## src/rtl/fwd_ctrl_pkg.sv

```systemverilog
// Shared definitions for the EX-stage operand forwarding controller:
// mux select codes, scoreboard slot layout and the slot match rule.
package fwd_ctrl_pkg;

  localparam logic [1:0] FWD_RF  = 2'b00;
  localparam logic [1:0] FWD_MEM = 2'b01;
  localparam logic [1:0] FWD_WB  = 2'b10;
  localparam logic [1:0] FWD_RET = 2'b11;

  // Slots carry register indices zero-extended to this width so the slot type
  // stays independent of the top-level RB parameter (RB must not exceed it).
  localparam int RB_MAX = 8;

  typedef struct packed {
    logic              v;
    logic [RB_MAX-1:0] rd;
    logic              we;
    logic              ld;
  } sb_slot_t;

  // x0 is hard-wired zero, so a write to it never forwards.
  function automatic logic slot_match(sb_slot_t s, logic [RB_MAX-1:0] r, logic used);
    return s.v & s.we & (s.rd == r) & (r != '0) & used;
  endfunction

endpackage

```

## src/rtl/fwd_pick.sv

```systemverilog
// Per-operand forwarding selector: nearest in-flight producer wins.
module fwd_pick
  import fwd_ctrl_pkg::*;
#(
  parameter bit WB_BYPASS = 1'b1
) (
  input  logic [RB_MAX-1:0] src_i,
  input  logic              used_i,
  input  sb_slot_t          ex_i,
  input  sb_slot_t          mem_i,
  input  sb_slot_t          wb_i,
  output logic [1:0]        sel_o,
  output logic              ex_hit_o
);

  logic mem_hit;
  logic wb_hit;

  assign ex_hit_o = slot_match(ex_i, src_i, used_i);
  assign mem_hit  = slot_match(mem_i, src_i, used_i);
  assign wb_hit   = slot_match(wb_i, src_i, used_i);

  // The WB slot is three ahead of the operand's own EX cycle; without the
  // retired latch a write-through regfile already returns the value.
  always_comb begin
    sel_o = FWD_RF;
    if (ex_hit_o)     sel_o = FWD_MEM;
    else if (mem_hit) sel_o = FWD_WB;
    else if (wb_hit)  sel_o = WB_BYPASS ? FWD_RET : FWD_RF;
  end

endmodule

```

## src/rtl/fwd_ctrl.sv

```systemverilog
// Operand-forwarding and load-use hazard controller for a 5-stage RV32I pipe.
// A three-slot scoreboard shadows EX/MEM/WB to drive registered EX mux selects.
module fwd_ctrl
  import fwd_ctrl_pkg::*;
#(
  parameter int RB        = 5,
  parameter bit WB_BYPASS = 1'b1,
  parameter int CNTW      = 16
) (
  input  logic            clk,
  input  logic            rst,
  input  logic            id_valid,
  input  logic [RB-1:0]   id_rs1,
  input  logic [RB-1:0]   id_rs2,
  input  logic            id_rs1_used,
  input  logic            id_rs2_used,
  input  logic [RB-1:0]   id_rd,
  input  logic            id_we,
  input  logic            id_is_load,
  input  logic            flush,
  input  logic            hold,
  output logic [1:0]      fwd_a_sel,
  output logic [1:0]      fwd_b_sel,
  output logic            id_stall,
  output logic [CNTW-1:0] stall_cnt
);

  sb_slot_t ex_q, mem_q, wb_q;
  sb_slot_t ins_d;
  logic [1:0]      sel_a_q, sel_b_q;
  logic [1:0]      sel_a_d, sel_b_d;
  logic            ex_hit_a, ex_hit_b;
  logic [CNTW-1:0] stall_cnt_q;

  logic [RB_MAX-1:0] rs1_x, rs2_x, rd_x;
  assign rs1_x = RB_MAX'(id_rs1);
  assign rs2_x = RB_MAX'(id_rs2);
  assign rd_x  = RB_MAX'(id_rd);

  fwd_pick #(.WB_BYPASS(WB_BYPASS)) u_pick_a (
    .src_i(rs1_x), .used_i(id_rs1_used), .ex_i(ex_q), .mem_i(mem_q), .wb_i(wb_q),
    .sel_o(sel_a_d), .ex_hit_o(ex_hit_a)
  );

  fwd_pick #(.WB_BYPASS(WB_BYPASS)) u_pick_b (
    .src_i(rs2_x), .used_i(id_rs2_used), .ex_i(ex_q), .mem_i(mem_q), .wb_i(wb_q),
    .sel_o(sel_b_d), .ex_hit_o(ex_hit_b)
  );

  // Only a load sitting in EX is too late to forward; one bubble puts it in MEM.
  assign id_stall = id_valid & ~flush & ex_q.ld & (ex_hit_a | ex_hit_b);

  always_comb begin
    ins_d    = '0;
    ins_d.v  = id_valid & ~id_stall & ~flush;
    ins_d.rd = rd_x;
    ins_d.we = id_we;
    ins_d.ld = id_is_load;
  end

  always_ff @(posedge clk or posedge rst) begin
    if (rst) begin
      ex_q        <= '0;
      mem_q       <= '0;
      wb_q        <= '0;
      sel_a_q     <= FWD_RF;
      sel_b_q     <= FWD_RF;
      stall_cnt_q <= '0;
    end else if (!hold) begin
      wb_q  <= mem_q;
      mem_q <= ex_q;
      ex_q  <= ins_d;
      if (id_stall || flush) begin
        sel_a_q <= FWD_RF;
        sel_b_q <= FWD_RF;
      end else begin
        sel_a_q <= sel_a_d;
        sel_b_q <= sel_b_d;
      end
      if (id_stall && (stall_cnt_q != {CNTW{1'b1}}))
        stall_cnt_q <= stall_cnt_q + CNTW'(1);
    end
  end

  assign fwd_a_sel = sel_a_q;
  assign fwd_b_sel = sel_b_q;
  assign stall_cnt = stall_cnt_q;

endmodule

```

## config.mk

```make
export PLATFORM = sky130hd
export DESIGN_NAME = fwd_ctrl
export DESIGN_NICKNAME = d
export VERILOG_FILES = /design/src/rtl/fwd_ctrl_pkg.sv /design/src/rtl/fwd_pick.sv /design/src/rtl/fwd_ctrl.sv
export SDC_FILE = /design/constraint.sdc
export NUM_CORES = 1
export LEC_CHECK = 0
export BUFFER_PORTS_ARGS = -buffer_cell sky130_fd_sc_hd__buf_2
export CAP_MARGIN = 20
export CORE_UTILIZATION = 56
export CTS_BUF_LIST = sky130_fd_sc_hd__clkbuf_16
export DETAILED_ROUTE_END_ITERATION = 8
export GPL_ROUTABILITY_DRIVEN = 0
export MAX_ROUTING_LAYER = met4
export PLACE_DENSITY_LB_ADDON = 0.1
export SYNTH_ARGS = -nofsm -noshare
export SYNTH_HDL_FRONTEND = slang
export SYNTH_HIERARCHICAL = 1
export SYNTH_SLANG_ARGS = --single-unit
```

## constraint.sdc

```tcl
create_clock -name clk -period 3.05 [get_ports clk]
set_input_delay 0.61 -clock clk [delete_from_list [all_inputs] [get_ports clk]]
set_output_delay 0.61 -clock clk [all_outputs]
set_load 0.01 [all_outputs]
```

==> reports/metrics.yaml, run 1 <==
slew_headroom_pct: 38.46
grt_pass1_vias: 1887
drive_gt1_share_pct: 28.21
cts.path.max_buffers: 2
row_count: 24
wl_um: 5107
grt_pass1_wl_um: 8873
maxSlewViolCount: 0
core_mm2: 0.004384
hold_viol_final: 0
fmax_mhz: 381.5
cts_hold_buf: 0
syn_avg_cell_area_um2: 11.17
netlist_area_mm2: 0.002570
grt_setup_unrepaired: "false"
start_kind: "input pin"
cts_setup_buffers: 0
diodes: 0
power_mw: 1.345
nFillCells: 338
power_density_mw_per_mm2: 428.7
viasPerCell: 5.296
antenna_left: 0
cts_resized: 0
clk_pin_slew_ns: 0.06
crit_required_ns: 3.24
die_w_um: 69.75
h-tree-depth: 2
layout_min_cycle_time_ns: 2.621
p_leak_nw: 1.598
final.setup.tns_ns: 0
grt_max_degree: 43
hp-class: "in2async"
dieHeight_um: 69.75
clkSinkCount: 42
skew_ns: 0.003558
dieArea_mm2: 0.004864
cts_root_buf: "clkbuf_16"
mostFrequentLayoutCells: "48 x xor2_1, 44 x buf_2, 42 x dfrtp_1, 42 x conb_1, 22 x mux2_2"
crit_fanout: 6
vias: 1965
end_kind: "flip-flop"
port_buffers: 44
finalSetupViolCount: 0
cts_buffers: 5
arrival_ns: 2.81
status: "finished clean"
drv_cap: 0
area_growth_pct: 22.10
drtIter0Drc: 103
fin_area_mm2: 0.003138
num_io_pins: 45
clkLatencyLatePin_ns: 0.28
worst_slew_pin_slew_ns: 0.9147
hpwlAfterDp_um: 3840
period_share_pct: 85.93
grt_overflow_total: 0
initial_core_util_pct: 58.62
layout_commonest_cell: "xor2_1"
drtPass1Iterations: 4
cts_tree: "yes"
antenna_found_initial: 0
synthCells: 230
ir_drop_mv: 0.3336
drc: 0
ys.warnings.count: 6
drt-wirelength-per-cell_um: 13.77
nets: 343
grt_usage_pct: 23.82
place_area_mm2: 0.003000
worstSetupPathType: "in2reg"
final_core_util_pct: 71.58
metrics by stage:
step           hold WS (ns)  setup WS [ns]  std cells
2_1_floorplan        0.4759         0.5559        271
5_1_grt              0.5026         0.2454        371
4_1_cts              0.4748         0.4106        371
3_5_place_dp         0.4822         0.1461        363
3_3_place_gp         0.4801         0.2158        363
6_report             0.4533         0.4290        371
final cells by class:
cell class | count | area (um^2) | area share (%)
clock buffers | 5 | 125.1 | 3.987
clock inverters | 3 | 12.51 | 0.3987
inverters | 5 | 18.77 | 0.5981
multi-input cells | 218 | 1630 | 51.95
flip-flops and latches | 42 | 1051 | 33.49
well taps | 52 | 65.06 | 2.073
repair buffers | 46 | 235.2 | 7.496
state kept, by name, summed over array words and instances (netlist names):
signal,flops
wb_q,7
mem_q,7
ex_q,8
stall_cnt,16
fwd_b_sel,2
fwd_a_sel,2
power by group:
part	internal, mW	leakage [nW]	total [mW]	switching, mW
Sequential	0.599	0.526	0.646	0.0469
Clock	0.295	0.0724	0.491	0.196
Combinational	0.108	1.00	0.208	0.100
final timing paths:
| path | start | to | slack (ns) | cells after the start |
|---|---|---|---|---|
| max in group asynchronous | rst | ex_q[10] | 2.24 | 3 |
| worst max-delay path | id_rs2[0] | stall_cnt[12] | 0.43 | 9 |
| min in group clk | stall_cnt[14] | stall_cnt[14] | 0.49 | 1 |
| worst max register to register | ex_q[5] | stall_cnt[12] | 0.45 | 7 |
| worst min register to register | stall_cnt[14] | stall_cnt[14] | 0.49 | 1 |
| worst min-delay path | rst | stall_cnt[9] | 0.45 | 3 |
worst max-delay path, stage by stage:
cell       delay [ns]
buf_2            0.14
xnor2_1          0.17
nand4_1          0.12
nor3_1           0.18
and4_1           0.22
o21ai_1          0.14
or4_1            0.65
a2111oi_2        0.42
xnor2_1          0.17
layer usage:
layer / GRT usage, % / routed length (um) / vias up
met5: - / 0 / -
met4: 4.000 / 17 / 0
met3: 5.669 / 237 / 2
met2: 37.22 / 2390 / 43
met1: 32.29 / 2461 / 947
li1: - / - / 973
Power figures use the tool's default switching activity.
==> inputs of run 2 (changes only) <==
ABC_AREA = 1   (was unset)
CORE_UTILIZATION = 58   (was 56)
==> reports/metrics.yaml, run 2 <==
pre_cts_slack_ns: 0.5164  # +0.3703 ns
hp-class: "reg2reg"
grt_usage_pct: 29.05  # +5.2 points
grt_max_degree: 30  # -30%
cts.path.max_buffers: 2  # unchanged
maxSlewViolCount: 0  # unchanged
status: "finished clean"
synthCells: 506  # +120%
ir_drop_mv: 0.3059  # -8.3%
syn_avg_cell_area_um2: 6.140  # -45%
period_share_pct: 78.54  # -7.4 points
path_cells: "inv_1, nand2_1, nand4_1, nor2_1, nand3_1, nor3_1, o21ai_1, nor2_2, buf_2"
slowest_stage: "dfrtp_1"
grt_pass1_wl_um: 11920  # +34%
rr_worst_depth: 13  # +6
max_stage_delay_ns: 0.45  # -0.20 ns
largest_reg_flops: 16  # unchanged
nets: 627  # +83%
cts_root_buf: "clkbuf_16"
viasPerCell: 4.626  # -13%
worst_slew_pin_slew_ns: 0.9167  # +0.002052 ns
netlist_area_mm2: 0.003107  # +21%
r2r-end: "stall_cnt[9]"
row_count: 26  # +8.3%
holdWs_ns: 0.4985  # +0.04515 ns
skew_ns: 0.004223  # +0.0006653 ns
crit_required_ns: 2.44  # -0.80 ns
crit_path_end: "id_stall"
diodes: 0  # unchanged
core_mm2: 0.005140  # +17%
clkLatencyLatePin_ns: 0.28  # about the same
fmax_mhz: 417.5  # +9.4%
p_leak_nw: 2.092  # +31%
cts_buffers: 5  # unchanged
die_w_um: 75.19  # +7.8%
h-tree-depth: 2  # unchanged
layout_min_cycle_time_ns: 2.395  # -0.2256 ns
worstSetupPathType: "reg2out"
end_kind: "primary output"
wl_um: 7261  # +42%
layout_commonest_cell: "nand2_1"
drt-wirelength-per-cell_um: 10.79  # -22%
hold_viol_final: 0  # unchanged
hp-start: "fwd_b_sel[1]"
r2r-start: "ex_q[6]"
dieArea_mm2: 0.005653  # +16%
crit_fanout: 6  # unchanged
hpwlAfterDp_um: 5502  # +43%
clkSinkCount: 42  # unchanged
cts_resized: 0  # unchanged
grt_pass1_vias: 2750  # +46%
cts_hold_buf: 0  # unchanged
area_growth_pct: 20.74
drtIter0Drc: 238  # +130%
finalSetupViolCount: 0  # unchanged
port_buffers: 44  # unchanged
cts_tree: "yes"
dieHeight_um: 75.19  # +7.8%
drive_gt1_share_pct: 15.26  # -13 points
ys.warnings.count: 6  # unchanged
arrival_ns: 1.79  # -1.02 ns
initial_core_util_pct: 60.44  # +1.8 points
reg2reg_slack_ns: 0.79  # +0.34 ns
antenna_found_initial: 0  # unchanged
antenna_left: 0  # unchanged
mostFrequentLayoutCells: "233 x nand2_1, 61 x inv_1, 50 x conb_1"
cts_setup_buffers: 0  # unchanged
grt_overflow_total: 0  # unchanged
power_density_mw_per_mm2: 395.0  # -7.9%
drtPass1Iterations: 4  # unchanged
final.setup.tns_ns: 0  # unchanged
num_io_pins: 45  # unchanged
drc: 0  # unchanged
slew_headroom_pct: 38.82  # +0.36 points
drv_cap: 0  # unchanged
grt_setup_unrepaired: "false"
start_kind: "flip-flop"
clk_pin_slew_ns: 0.06  # about the same
critical_path.startpoint: "ex_q[6]"
finalWorstSetupSlack_ns: 0.6546  # +0.2256 ns
vias: 3113  # +58%
run 2: power breakdown:
group / total (mW) / leakage [nW] / switching [mW] / internal (mW)
sequential: 0.629 / 0.556 / 0.0410 / 0.588
clock: 0.609 / 0.0842 / 0.222 / 0.387
combinational: 0.243 / 1.45 / 0.151 / 0.0918
total: 1.48 / 2.09 / 0.414 / 1.07
run 2: layout make-up:
class | instances | area, um^2
clock buffers | 5 | 125.1
clock inverters | 3 | 43.79
fillers | 460 | 1389
inverters | 76 | 285.3
multi-input cells | 429 | 1908
flip-flops and latches | 42 | 1051
well taps | 70 | 87.58
repair buffers | 48 | 250.2
run 2: stage by stage:
stage                     util [%]  cell area (um^2)  std cells  power [mW]
final                        72.98              3751        673       1.482
after global routing         72.98              3751        673       1.561
after CTS                    72.98              3751        673       1.493
after detailed placement     69.69              3582        665      0.8750
after global placement       69.69              3582        665      0.8678
after floorplan                  -              3291        555      0.8061
run 2: metal layers:
| metal | share of wire (%) | track usage (%) |
|---|---|---|
| met5 | 0 | - |
| met2 | 47 | 48.35 |
| met4 | 0.66 | 5.556 |
| met1 | 46 | 38.25 |
| met3 | 6.0 | 4.016 |
run 2: how the worst min path moves through the flow:
stage                    to  slack (ns)  cells past startpoint
6_report       fwd_b_sel[1]        0.50                      2
5_1_grt        fwd_a_sel[1]        0.51                      2
4_1_cts        fwd_b_sel[1]        0.49                      2
3_5_place_dp   fwd_b_sel[1]        0.47                      2
3_3_place_gp   fwd_b_sel[0]        0.46                      2
2_1_floorplan       wb_q[1]        0.46                      2
run 2: worst max-delay path: cells and delay by family, from the launching register on:
| family | cells | cell delay, ns |
|---|---|---|
| compound gates | 1 | 0.12 |
| buf+inv | 2 | 0.23 |
| simple gates | 6 | 0.71 |
| flops | 1 | 0.45 |
